[src/rtl/loader_pkg.sv]
// Shared types and image-format constants for the serial program loader.
`ifndef ROM_ADDRESS_BITWIDTH
`define ROM_ADDRESS_BITWIDTH 12
`endif

package loader_pkg;

    localparam int unsigned COUNT_BYTES = 4;
    localparam int unsigned WORD_BYTES  = 4;

    typedef enum logic [2:0] {
        RECV_COUNT,
        RECV_WORD,
        WRITE,
        DONE,
        ERROR
    } loader_state_e;

    typedef enum logic [1:0] {
        RX_IDLE,
        RX_START,
        RX_DATA,
        RX_STOP
    } uart_state_e;

endpackage

[src/rtl/uart_rx.sv]
// 8N1 UART receiver: 2-flop synchronizer, mid-bit sampling, glitch-rejecting start detect.
module uart_rx
    import loader_pkg::*;
#(
    parameter int unsigned CLKS_PER_BIT = 868
) (
    input  logic       clk,
    input  logic       reset_n,
    input  logic       rx,
    output logic [7:0] byte_data,
    output logic       byte_valid,
    output logic       frame_err
);

    localparam logic [15:0] BIT_LAST  = 16'(CLKS_PER_BIT - 1);
    localparam logic [15:0] HALF_LAST = 16'(CLKS_PER_BIT / 2 - 1);

    uart_state_e state_q, state_d;
    logic        sync1_q, sync2_q, prev_q;
    logic [15:0] cnt_q, cnt_d;
    logic [2:0]  bit_q, bit_d;
    logic [7:0]  data_q, data_d;
    logic        valid_q, valid_d;
    logic        ferr_q, ferr_d;

    always_ff @(posedge clk) begin
        if (!reset_n) begin
            state_q <= RX_IDLE;
            sync1_q <= 1'b1;
            sync2_q <= 1'b1;
            prev_q  <= 1'b1;
            cnt_q   <= '0;
            bit_q   <= '0;
            data_q  <= '0;
            valid_q <= 1'b0;
            ferr_q  <= 1'b0;
        end else begin
            state_q <= state_d;
            sync1_q <= rx;
            sync2_q <= sync1_q;
            prev_q  <= sync2_q;
            cnt_q   <= cnt_d;
            bit_q   <= bit_d;
            data_q  <= data_d;
            valid_q <= valid_d;
            ferr_q  <= ferr_d;
        end
    end

    always_comb begin
        state_d = state_q;
        cnt_d   = cnt_q;
        bit_d   = bit_q;
        data_d  = data_q;
        valid_d = 1'b0;
        ferr_d  = 1'b0;
        case (state_q)
            RX_IDLE: begin
                if (prev_q && !sync2_q) begin
                    state_d = RX_START;
                    cnt_d   = '0;
                end
            end
            RX_START: begin
                if (cnt_q == HALF_LAST) begin
                    cnt_d   = '0;
                    bit_d   = '0;
                    // A line that is high again at mid start bit was a glitch.
                    state_d = sync2_q ? RX_IDLE : RX_DATA;
                end else begin
                    cnt_d = cnt_q + 16'd1;
                end
            end
            RX_DATA: begin
                if (cnt_q == BIT_LAST) begin
                    cnt_d  = '0;
                    data_d = {sync2_q, data_q[7:1]};
                    if (bit_q == 3'd7) state_d = RX_STOP;
                    else               bit_d   = bit_q + 3'd1;
                end else begin
                    cnt_d = cnt_q + 16'd1;
                end
            end
            RX_STOP: begin
                if (cnt_q == BIT_LAST) begin
                    cnt_d   = '0;
                    valid_d = sync2_q;
                    ferr_d  = !sync2_q;
                    state_d = RX_IDLE;
                end else begin
                    cnt_d = cnt_q + 16'd1;
                end
            end
            default: state_d = RX_IDLE;
        endcase
    end

    assign byte_data  = data_q;
    assign byte_valid = valid_q;
    assign frame_err  = ferr_q;

endmodule

[src/rtl/program_loader.sv]
// Receives a length-prefixed program image over UART and writes it into instruction ROM.
module program_loader
    import loader_pkg::*;
#(
    parameter int unsigned CLKS_PER_BIT = 868,
    parameter int unsigned ROM_WORDS    = 2 ** (`ROM_ADDRESS_BITWIDTH - 2)
) (
    input  logic                             clk,
    input  logic                             reset_n,
    input  logic                             uart_rx,
    output logic                             rom_wren,
    output logic [`ROM_ADDRESS_BITWIDTH-1:0] rom_address,
    output logic [31:0]                      rom_write_data,
    output logic                             cpu_reset_n,
    output logic                             loading,
    output logic                             error
);

    localparam int unsigned AW = `ROM_ADDRESS_BITWIDTH;

    logic [7:0] rx_byte;
    logic       rx_valid;
    logic       rx_ferr;

    uart_rx #(
        .CLKS_PER_BIT(CLKS_PER_BIT)
    ) u_uart_rx (
        .clk       (clk),
        .reset_n   (reset_n),
        .rx        (uart_rx),
        .byte_data (rx_byte),
        .byte_valid(rx_valid),
        .frame_err (rx_ferr)
    );

    loader_state_e   state_q, state_d;
    logic [1:0]      byte_cnt_q, byte_cnt_d;
    logic [31:0]     shift_q, shift_d;
    logic [31:0]     count_q, count_d;
    logic [AW-3:0]   word_idx_q, word_idx_d;
    logic            rom_wren_q, rom_wren_d;
    logic [AW-1:0]   rom_address_q, rom_address_d;
    logic [31:0]     rom_data_q, rom_data_d;
    logic            cpu_reset_n_q, cpu_reset_n_d;
    logic            loading_q, loading_d;
    logic            error_q, error_d;
    logic [31:0]     assembled;

    assign assembled = {rx_byte, shift_q[31:8]};

    always_ff @(posedge clk) begin
        if (!reset_n) begin
            state_q       <= RECV_COUNT;
            byte_cnt_q    <= '0;
            shift_q       <= '0;
            count_q       <= '0;
            word_idx_q    <= '0;
            rom_wren_q    <= 1'b0;
            rom_address_q <= '0;
            rom_data_q    <= '0;
            cpu_reset_n_q <= 1'b0;
            loading_q     <= 1'b1;
            error_q       <= 1'b0;
        end else begin
            state_q       <= state_d;
            byte_cnt_q    <= byte_cnt_d;
            shift_q       <= shift_d;
            count_q       <= count_d;
            word_idx_q    <= word_idx_d;
            rom_wren_q    <= rom_wren_d;
            rom_address_q <= rom_address_d;
            rom_data_q    <= rom_data_d;
            cpu_reset_n_q <= cpu_reset_n_d;
            loading_q     <= loading_d;
            error_q       <= error_d;
        end
    end

    always_comb begin
        state_d       = state_q;
        byte_cnt_d    = byte_cnt_q;
        shift_d       = shift_q;
        count_d       = count_q;
        word_idx_d    = word_idx_q;
        rom_wren_d    = 1'b0;
        rom_address_d = rom_address_q;
        rom_data_d    = rom_data_q;
        case (state_q)
            RECV_COUNT: begin
                if (rx_ferr) begin
                    state_d = ERROR;
                end else if (rx_valid) begin
                    shift_d = assembled;
                    if (byte_cnt_q == 2'(COUNT_BYTES - 1)) begin
                        byte_cnt_d = '0;
                        count_d    = assembled;
                        if (assembled == 32'd0)           state_d = DONE;
                        else if (assembled > ROM_WORDS)   state_d = ERROR;
                        else                              state_d = RECV_WORD;
                    end else begin
                        byte_cnt_d = byte_cnt_q + 2'd1;
                    end
                end
            end
            RECV_WORD: begin
                if (rx_ferr) begin
                    state_d = ERROR;
                end else if (rx_valid) begin
                    shift_d = assembled;
                    if (byte_cnt_q == 2'(WORD_BYTES - 1)) begin
                        // Write strobe is registered here so it is high during the WRITE cycle.
                        byte_cnt_d    = '0;
                        state_d       = WRITE;
                        rom_wren_d    = 1'b1;
                        rom_address_d = {word_idx_q, 2'b00};
                        rom_data_d    = assembled;
                    end else begin
                        byte_cnt_d = byte_cnt_q + 2'd1;
                    end
                end
            end
            WRITE: begin
                if (32'(word_idx_q) + 32'd1 == count_q) begin
                    state_d = DONE;
                end else begin
                    word_idx_d = word_idx_q + 1'b1;
                    state_d    = RECV_WORD;
                end
            end
            DONE:    state_d = DONE;
            ERROR:   state_d = ERROR;
            default: state_d = ERROR;
        endcase
    end

    always_comb begin
        cpu_reset_n_d = (state_d == DONE);
        loading_d     = (state_d != DONE) && (state_d != ERROR);
        error_d       = (state_d == ERROR);
    end

    assign rom_wren       = rom_wren_q;
    assign rom_address    = rom_address_q;
    assign rom_write_data = rom_data_q;
    assign cpu_reset_n    = cpu_reset_n_q;
    assign loading        = loading_q;
    assign error          = error_q;

endmodule

[config.mk]
export PLATFORM = sky130hd
export DESIGN_NAME = program_loader
export DESIGN_NICKNAME = d
export VERILOG_FILES = /design/src/rtl/loader_pkg.sv /design/src/rtl/uart_rx.sv /design/src/rtl/program_loader.sv
export SDC_FILE = /design/constraint.sdc
export NUM_CORES = 1
export LEC_CHECK = 0
export ABC_AREA = 1
export BUFFER_PORTS_ARGS = -buffer_cell sky130_fd_sc_hd__buf_2
export CAP_MARGIN = 40
export CORE_UTILIZATION = 50
export CTS_CLUSTER_DIAMETER = 120
export DETAILED_ROUTE_END_ITERATION = 8
export PLACE_DENSITY = 0.8
export SYNTH_ARGS = -nofsm -noshare
export SYNTH_HDL_FRONTEND = slang
export SYNTH_SLANG_ARGS = --single-unit
[constraint.sdc]
create_clock -name clk -period 2 [get_ports clk]
set_input_delay 0.1 -clock clk [delete_from_list [all_inputs] [get_ports clk]]
set_output_delay 0.1 -clock clk [all_outputs]
set_load 0.1 [all_outputs]
Yosys cells after proc, flatten, opt, wreduce, memory -nomap -nowiden
Index checks and enable logic that the tools add are counted.
{"block": "op_classes", "n_lt_le_gt_ge": 1, "bitwise_logic": 5, "eq_ne": 21, "add_sub_neg": 5, "muxes": 27, "n_reduce_logical": 18}
{"op": "2-to-1 mux 16 bit", "count": 3}
{"op": "case mux 16 bit (3 select lines)", "count": 1}
{"op": "2-to-1 mux 3 bit", "count": 11}
{"op": "equality test 11 x 32 -> 1 bit", "count": 1}
{"op": "> comparator 32 x 11 -> 1 bit (second input constant)", "count": 1}
{"op": "zero test 32 bit", "count": 1}
{"op": "adder 16 x 1 -> 16 bit (second input constant)", "count": 1}
{"op": "equality test 16 x 10 -> 1 bit (second input constant)", "count": 1}
{"op": "equality test 16 x 9 -> 1 bit (second input constant)", "count": 1}
{"op": "2-to-1 mux 2 bit", "count": 8}
{"op": "case mux 3 bit (4 select lines)", "count": 1}
{"op": "AND reduction 4 bit", "count": 3}
{"op": "adder 10 x 1 -> 11 bit (second input constant)", "count": 1}
{"op": "adder 10 x 1 -> 10 bit (second input constant)", "count": 1}
{"op": "!= test 2 x 1 -> 1 bit (second input constant)", "count": 5}
{"op": "equality test 3 x 2 -> 1 bit (second input constant)", "count": 3}
{"op": "case mux 2 bit (4 select lines)", "count": 1}
{"op": "equality test 2 bit (second input constant)", "count": 3}
{"op": "equality test 3 bit (second input constant)", "count": 2}
{"op": "case mux 3 bit (2 select lines)", "count": 1}
{"op": "AND reduction 3 bit", "count": 2}
{"op": "NOT 1 bit", "count": 5}
{"op": "AND reduction 5 bit", "count": 1}
{"op": "AND reduction 2 bit", "count": 2}
{"op": "other kinds (15)", "count": 17}
{"block": "totals", "input_bits": 3, "elab_cells": 97, "reg_bits": 159}

Depth between registers and ports, before layout
Gate-level depths: netlist of the first run.
{"block": "depth", "depth_word": 9, "mapped_depth": 14, "mapped_depth_nobuf": 14}

Modules after synthesis
Synthesis of the first run repeated with hierarchy kept, for this count alone.
{"block": "hier_totals", "cells_unflattened": 914, "area_unflattened_um2": 6550.0}
{"mod": "program_loader", "seq_area_each_um2": 2342.2, "n_inst": 1, "cells_per_inst": 628, "area_each_um2": 4680.7}
{"mod": "uart_rx", "seq_area_each_um2": 680.7, "n_inst": 1, "cells_per_inst": 286, "area_each_um2": 1869.3}

Worst setup path before layout of the first run
No wires, ideal clock.
{"block": "synth_path", "path_type": "register -> register", "start": "register word_idx_q[0]", "end": "register word_idx_q[2]", "t_arrival_ns": 1.650, "path_stages_with_launch": 14, "setup_time_ns": 0.115, "setup_slack_ns": 0.235, "t_required_ns": 1.885, "synth_period_minus_slack_ns": 1.765, "path_cell_list": "dfxtp_1 ha_1 nand2_2 nor2_4 nand3_1 nand2_1 nand2_1 nand2_1 nand3_2 nor2_4 nand3_4 buf_6 a21oi_1 nor2_1"}
{"block": "synth_via", "elab_chain_cells": 4, "elab_cells_between_ends": 5}
{"element": "start: declaration", "line": "program_loader.sv:40", "rtl": "logic [AW-3:0] word_idx_q, word_idx_d;"}
{"element": "start signal: assignment", "line": "program_loader.sv:69", "rtl": "word_idx_q <= word_idx_d;"}
{"element": "adder 10 x 1 -> 11 bit", "line": "program_loader.sv:123", "rtl": "if (32'(word_idx_q) + 32'd1 == count_q) begin"}
{"element": "equality test 11 x 32 -> 1 bit", "line": "program_loader.sv:123"}
{"element": "NOT 1 bit (no line)"}
{"element": "AND reduction 2 bit (no line)"}
Several ways; a longest one is shown, not always the timed one.
A chain may end at the register's enable or synchronous reset.

Final worst setup path of the first run
{"block": "layout_path", "start": "register word_idx_q[5]", "end": "register word_idx_q[0]"}
{"block": "layout_via", "elab_chain_cells": 4}
{"element": "adder 10 x 1 -> 11 bit", "line": "program_loader.sv:123"}
{"element": "equality test 11 x 32 -> 1 bit", "line": "program_loader.sv:123"}
{"element": "NOT 1 bit (no line)"}
{"element": "AND reduction 2 bit (no line)"}
No other way between the ends.

==> reports/summary.txt, run 1 <==
status - finished, final reports clean
clock share of power - 0.496
CTS clock-pin slew for the worst setup and hold paths - 0.06 ns
ANT nets after route - 0
actual slew at the worst max-slew pin - 0.549 ns
delay of the slowest critical-path stage - 0.50 ns
CP arrival - 2.17 ns
Worst-Skew Late Latency - 0.42 ns
Yosys Warn Count - 0
Net Switching - 1.39 mW
Worst Setup End Kind - flop
Max Cap Viol - 0
P_leak - 3.14 nW
Crit-path slowest cell - dfxtp_1
worst flop-to-flop path startpoint - word_idx_q[5]
ANT cells - 0
Post-Route WL - 13.4 mm
Required @ worst endpoint - 2.35 ns
Cell Count, Final, Fillers Out - 1053
Reg2Reg Setup Slack - 0.17 ns
power per cell area - 877 mW/mm2
CP max FO - 9
I/O pin total - 51
worst hold endpoint - word_idx_q[2]
commonest non-fill, non-tap cell in the layout - dfxtp_1
total CTS buffers - 17
Seq pwr share - 0.471
drt wl/cell - 12.8 um
Final Net Count - 881
DRT iter0 DRCs - 344
die width - 114 um
CTS tree - built
Initial Utilization - 0.517
CTS H-tree depth - 4
cell count of the worst reg-to-reg path - 9
most frequent cells in the layout - dfxtp_1 (146), a21oi_1 (117), nand2_1 (110)
Clock Path Buffers - 2
fmax - 0.548 GHz
Mapped Area - 0.00626 mm2
Port Buf Inserts - 48
Avg Cell Area, Syn - 7.58 um2
Die Ht - 114 um
Worst setup SP type - flop
HP Start - reset_n
Final Cycle Share - 0.913
setup violators final - 0
Worst Hold Depth - 4
vias in the first global route - 5010
row count - 40
Design Power - 6.46 mW
post-layout util - 0.608
VDD IR max - 0.000662 V
placed cells - 1018
cell count after synthesis - 827
Sw Ratio - 0.214
largest delay contributor family on the critical path - simple AND/OR/NAND/NOR gates
Logic pwr share - 0.033
core outline area - 0.0121 mm2
Die Area - 0.0130 mm2
post-DP HPWL - 9.01 mm
post-route minimum period - 1.83 ns
setup TNS - 0 ns
buffers plus inverters on the worst setup path - 0
Distinct cells, synth - 40
vias post-DR - 5487
DRC - 0
reg2reg end - word_idx_q[0]
# clock sinks - 151
TritonRoute pass-1 iters - 5
register area share after synthesis - 0.483
Area Overhead vs Synth - 17.6%
RePlAce Congestion - 0.894
Seq cells post-synth - 151
Slew HR - 0.632
cell-internal power - 5.08 mW
aggregate global routing overflow - 0
largest net degree at the start of global routing - 120
worst-path cell chain - nand2_1 -> nor2_1 -> nand3_1 -> xnor3_1 -> nor2_4 -> nand3_2 -> nand3_1 -> nand2_1 -> nor2_1
GRT Resource Usage Total - 0.220
Avg Vias per Cell - 5.21
Slew Viols, Final - 0
Final Hold Slack - 0.221 ns
Final Skew - 0.00844 ns
first-pass GRT wire length - 22.6 mm
layout cell share with drive strength beyond 1 - 0.146
CP Class - reg2reg
HP Class - in2reg
initial antenna violation count - 0
final hold viol count - 0
Clock Tree Root - clkbuf_16
## metal layers
layer / track usage / part of all wire
met1: 0.276 / 0.47
met2: 0.367 / 0.48
met3: 0.0537 / 0.037
met4: 0.0788 / 0.015
met5: 0 / 0
## worst max path at each step
stage	startpoint	to	slack (ns)	cells after the start
after floorplan	word_idx_q[0]	word_idx_q[2]	0.23	13
after global placement	word_idx_q[0]	word_idx_q[3]	0.15	14
after detailed placement	word_idx_q[0]	word_idx_q[4]	0.05	14
after CTS	word_idx_q[0]	word_idx_q[7]	0.04	14
after global routing	word_idx_q[4]	loading	-0.02	11
final	word_idx_q[5]	word_idx_q[0]	0.17	9
## final cells by class
type,count,area [um2]
Fill cell,1106,4740
Clock buffer,20,447
Sequential cell,151,3030
Clock inverter,12,150
Tap cell,168,210
Inverter,99,374
Timing Repair Buffer,64,400
Multi-Input combinational cell,539,2760
## metrics by stage
stage | cell area, um2 | setup WS (ns)
detailed placement | 6690 | 0.0523
global route | 7370 | -0.0165
global placement | 6690 | 0.147
finish | 7370 | 0.174
CTS | 7300 | 0.0370
floorplan | 6270 | 0.235
## flip-flops by register name, summed over array words and instances (netlist names), 2 cells and up, named ones only
| name | flops |
|---|---|
| byte_cnt_q | 2 |
| count_q | 32 |
| rom_address | 10 |
| rom_write_data | 32 |
| shift_q | 24 |
| state_q | 3 |
| u_uart_rx.bit_q | 3 |
| u_uart_rx.byte_data | 8 |
| u_uart_rx.cnt_q | 16 |
| word_idx_q | 10 |
## Yosys cell counts (all sizes together)
library cell  count  area, um2
inv              98        368
o22ai             1       6.26
clkbuf           29        109
xnor3             1       22.5
nor3             15       90.1
o21a              1       7.51
conb              1       3.75
or2               4       25.0
o21ai           109        546
nor2             82        338
ha                6       75.1
a21oi           117        586
xor2              6       52.6
a211oi            8       60.1
and3              1       6.26
nand2           116        448
o31ai             1       7.51
clkinv            1       3.75
nand4            19        119
nor4              4       25.0
a31oi             1       6.26
dfxtp           151       3020
nand3b            1       7.51
nand3            37        213
o211a             2       20.0
o211ai            1       7.51
buf              11       67.6
nor3b             3       22.5
## power groups by stage
stage / Clock, mW / Sequential, mW / Combinational [mW]
after floorplan: 0 / 3.10 / 0.159
after global routing: 3.40 / 3.05 / 0.236
after global placement: 0 / 3.11 / 0.202
after detailed placement: 0 / 3.11 / 0.204
final: 3.21 / 3.04 / 0.211
after CTS: 3.26 / 3.04 / 0.210
## logic make-up after synthesis
family | Yosys count | share of synthesized area
simple gates | 282 | 0.207
flops | 151 | 0.483
fa+ha+maj | 6 | 0.0120
other cells | 1 | 0.000599
buf+inv | 139 | 0.0875
xor+xnor | 7 | 0.0120
compound gates | 241 | 0.199
## worst min-delay path, delay by kind of cell
family | cells | cell delay (ns)
buffers and inverters | 2 | 0.33
and+or+nand+nor | 2 | 0.15
## repair_timing
action,4_1_cts,5_1_grt
resized for setup,0,16
buffers inserted,0,1
hold buffers,1,0
endpoints found under the setup margin,0,22
hold endpoints to repair,1,0
No activity file was read; power rests on OpenSTA's default activity.
==> inputs of run 2 (changes only) <==
--- a/config.mk
+++ b/config.mk
@@ -8,6 +8,7 @@
 export ABC_AREA = 1
 export BUFFER_PORTS_ARGS = -buffer_cell sky130_fd_sc_hd__buf_2
 export CAP_MARGIN = 40
+export CORE_ASPECT_RATIO = 0.75
 export CORE_UTILIZATION = 50
 export CTS_CLUSTER_DIAMETER = 120
 export DETAILED_ROUTE_END_ITERATION = 8
==> reports/summary.txt, run 2 (synthesis results as in run 1) <==
status - finished, final reports clean
die width - 131 um
delay of the slowest critical-path stage - 0.37 ns
post-DP HPWL - 9.65 mm
Worst Setup End Kind - flop
DRT iter0 DRCs - 462
Initial Utilization - 0.511
GRT Resource Usage Total - 0.225
Slew HR - 0.661
commonest non-fill, non-tap cell in the layout - dfxtp_1
power per cell area - 860 mW/mm2
final hold viol count - 0
HP Class - in2reg
Die Area - 0.0130 mm2
most frequent cells in the layout - dfxtp_1 (145), a21oi_1 (117), o21ai_0 (108)
first-pass GRT wire length - 23.6 mm
Post-Route WL - 14.3 mm
buffers plus inverters on the worst setup path - 1
core outline area - 0.0123 mm2
row count - 35
Area Overhead vs Synth - 18.1%
fmax - 0.522 GHz
Met1 Wirelength - 7.04 mm
setup violators final - 0
Worst-Skew Late Latency - 0.42 ns
CTS H-tree depth - 4
Avg Vias per Cell - 5.23
Required @ worst endpoint - 2.31 ns
Final Hold Slack - 0.0550 ns
post-route minimum period - 1.92 ns
vias in the first global route - 4922
Port Buf Inserts - 48
worst-path cell chain - ha_4 -> nand2_2 -> nor2_4 -> nand3_1 -> nand2_1 -> nand2_1 -> nand2_1 -> nand2_1 -> nor2_4 -> nand3_4 -> buf_4 -> a21oi_1 -> nor2_1
Clock Path Buffers - 2
Worst setup SP type - flop
met2 WL - 6.22 mm
vias post-DR - 5524
CTS tree - built
Clock Tree Root - clkbuf_16
RePlAce Congestion - 0.909
TritonRoute pass-1 iters - 6
# clock sinks - 151
VDD IR max - 0.000646 V
total CTS buffers - 17
placed cells - 1019
Final Skew - 0.0100 ns
largest delay contributor family on the critical path - simple AND/OR/NAND/NOR gates
ANT cells - 0
Crit-path slowest cell - dfxtp_4
CP arrival - 2.23 ns
CP most frequent cell - nand2_1
Final Net Count - 887
DRC - 0
ANT nets after route - 0
initial antenna violation count - 0
Max Cap Viol - 0
aggregate global routing overflow - 0
CP Class - reg2reg
Max Used Layer - met4
drt wl/cell - 13.5 um
Filler Cell Count - 1072
layout cell share with drive strength beyond 1 - 0.157
met3 routed WL - 848 um
Final Cycle Share - 0.958
actual slew at the worst max-slew pin - 0.512 ns
I/O pin total - 51
Slew Viols, Final - 0
largest net degree at the start of global routing - 65
P_leak - 3.17 nW
CTS clock-pin slew for the worst setup and hold paths - 0.07 ns
Die Ht - 98.9 um
CP max FO - 8
Cell Count, Final, Fillers Out - 1057
[run 2: cell types whose count changed in the layout (fill, tap and decap cells not counted), moves of 3 or more]
| cell | change |
|---|---|
| nand2_1 | -3 |
| inv_6 | +3 |
| buf_4 | +6 |
| nand2_2 | +4 |
| clkinv_4 | +3 |
| clkinv_2 | -4 |
[run 2: worst min-delay path: cells and delay by family]
family / cells / cell delay [ns]
buffers and inverters: 2 / 0.23
AND/OR/NAND/NOR: 1 / 0.10
[run 2: per-layer routing]
| layer | vias to the layer above | GRT usage |
|---|---|---|
| met1 | 2488 | 0.318 |
| met2 | 170 | 0.343 |
| met3 | 19 | 0.0478 |
| met5 | - | 0 |
| met4 | 0 | 0.0733 |
| li1 | 2847 | - |
[run 2: worst paths after layout]
check | cells after the start | to | start | slack, ns
worst max-delay path | 13 | word_idx_q[6] | word_idx_q[0] | 0.08
worst min-delay path | 3 | u_uart_rx.cnt_q[1] | reset_n | 0.06
worst max register to register | 13 | word_idx_q[6] | word_idx_q[0] | 0.08
worst min register to register | 1 | u_uart_rx.sync2_q | u_uart_rx.sync1_q | 0.41
[run 2: through the flow]
step / setup TNS (ns) / util / total power [mW] / instance area [um2] / setup WS, ns
floorplan: 0 / - / 3.26 / 6270 / 0.235
global placement: 0 / 0.547 / 3.32 / 6710 / 0.126
detailed placement: 0 / 0.547 / 3.32 / 6710 / 0.0498
CTS: 0 / 0.595 / 6.38 / 7290 / 0.00490
global route: -0.257 / 0.604 / 6.57 / 7400 / -0.0461
finish: 0 / 0.604 / 6.37 / 7400 / 0.0834
[run 2: cell type report]
type	instances	area, um2	share of cell area
Sequential cell	151	3030	0.410
Multi-Input combinational cell	539	2770	0.375
Timing Repair Buffer	70	445	0.0602
Clock buffer	19	433	0.0585
Inverter	99	372	0.0502
Tap cell	166	208	0.0281
Clock inverter	13	138	0.0186
[run 2: timing repair]
action,CTS,global route
endpoints found under the hold margin,1,0
gates resized for setup,0,21
endpoints found under the setup margin,0,31
hold buffers,1,0
buffers inserted,0,5
[run 2: where the power goes]
part / leakage (nW) / internal, mW / switching, mW / total (mW)
clock network: 0.273 / 1.75 / 1.35 / 3.10
logic: 1.68 / 0.0656 / 0.159 / 0.225
registers: 1.22 / 3.02 / 0.0168 / 3.04
total: 3.17 / 4.84 / 1.53 / 6.37
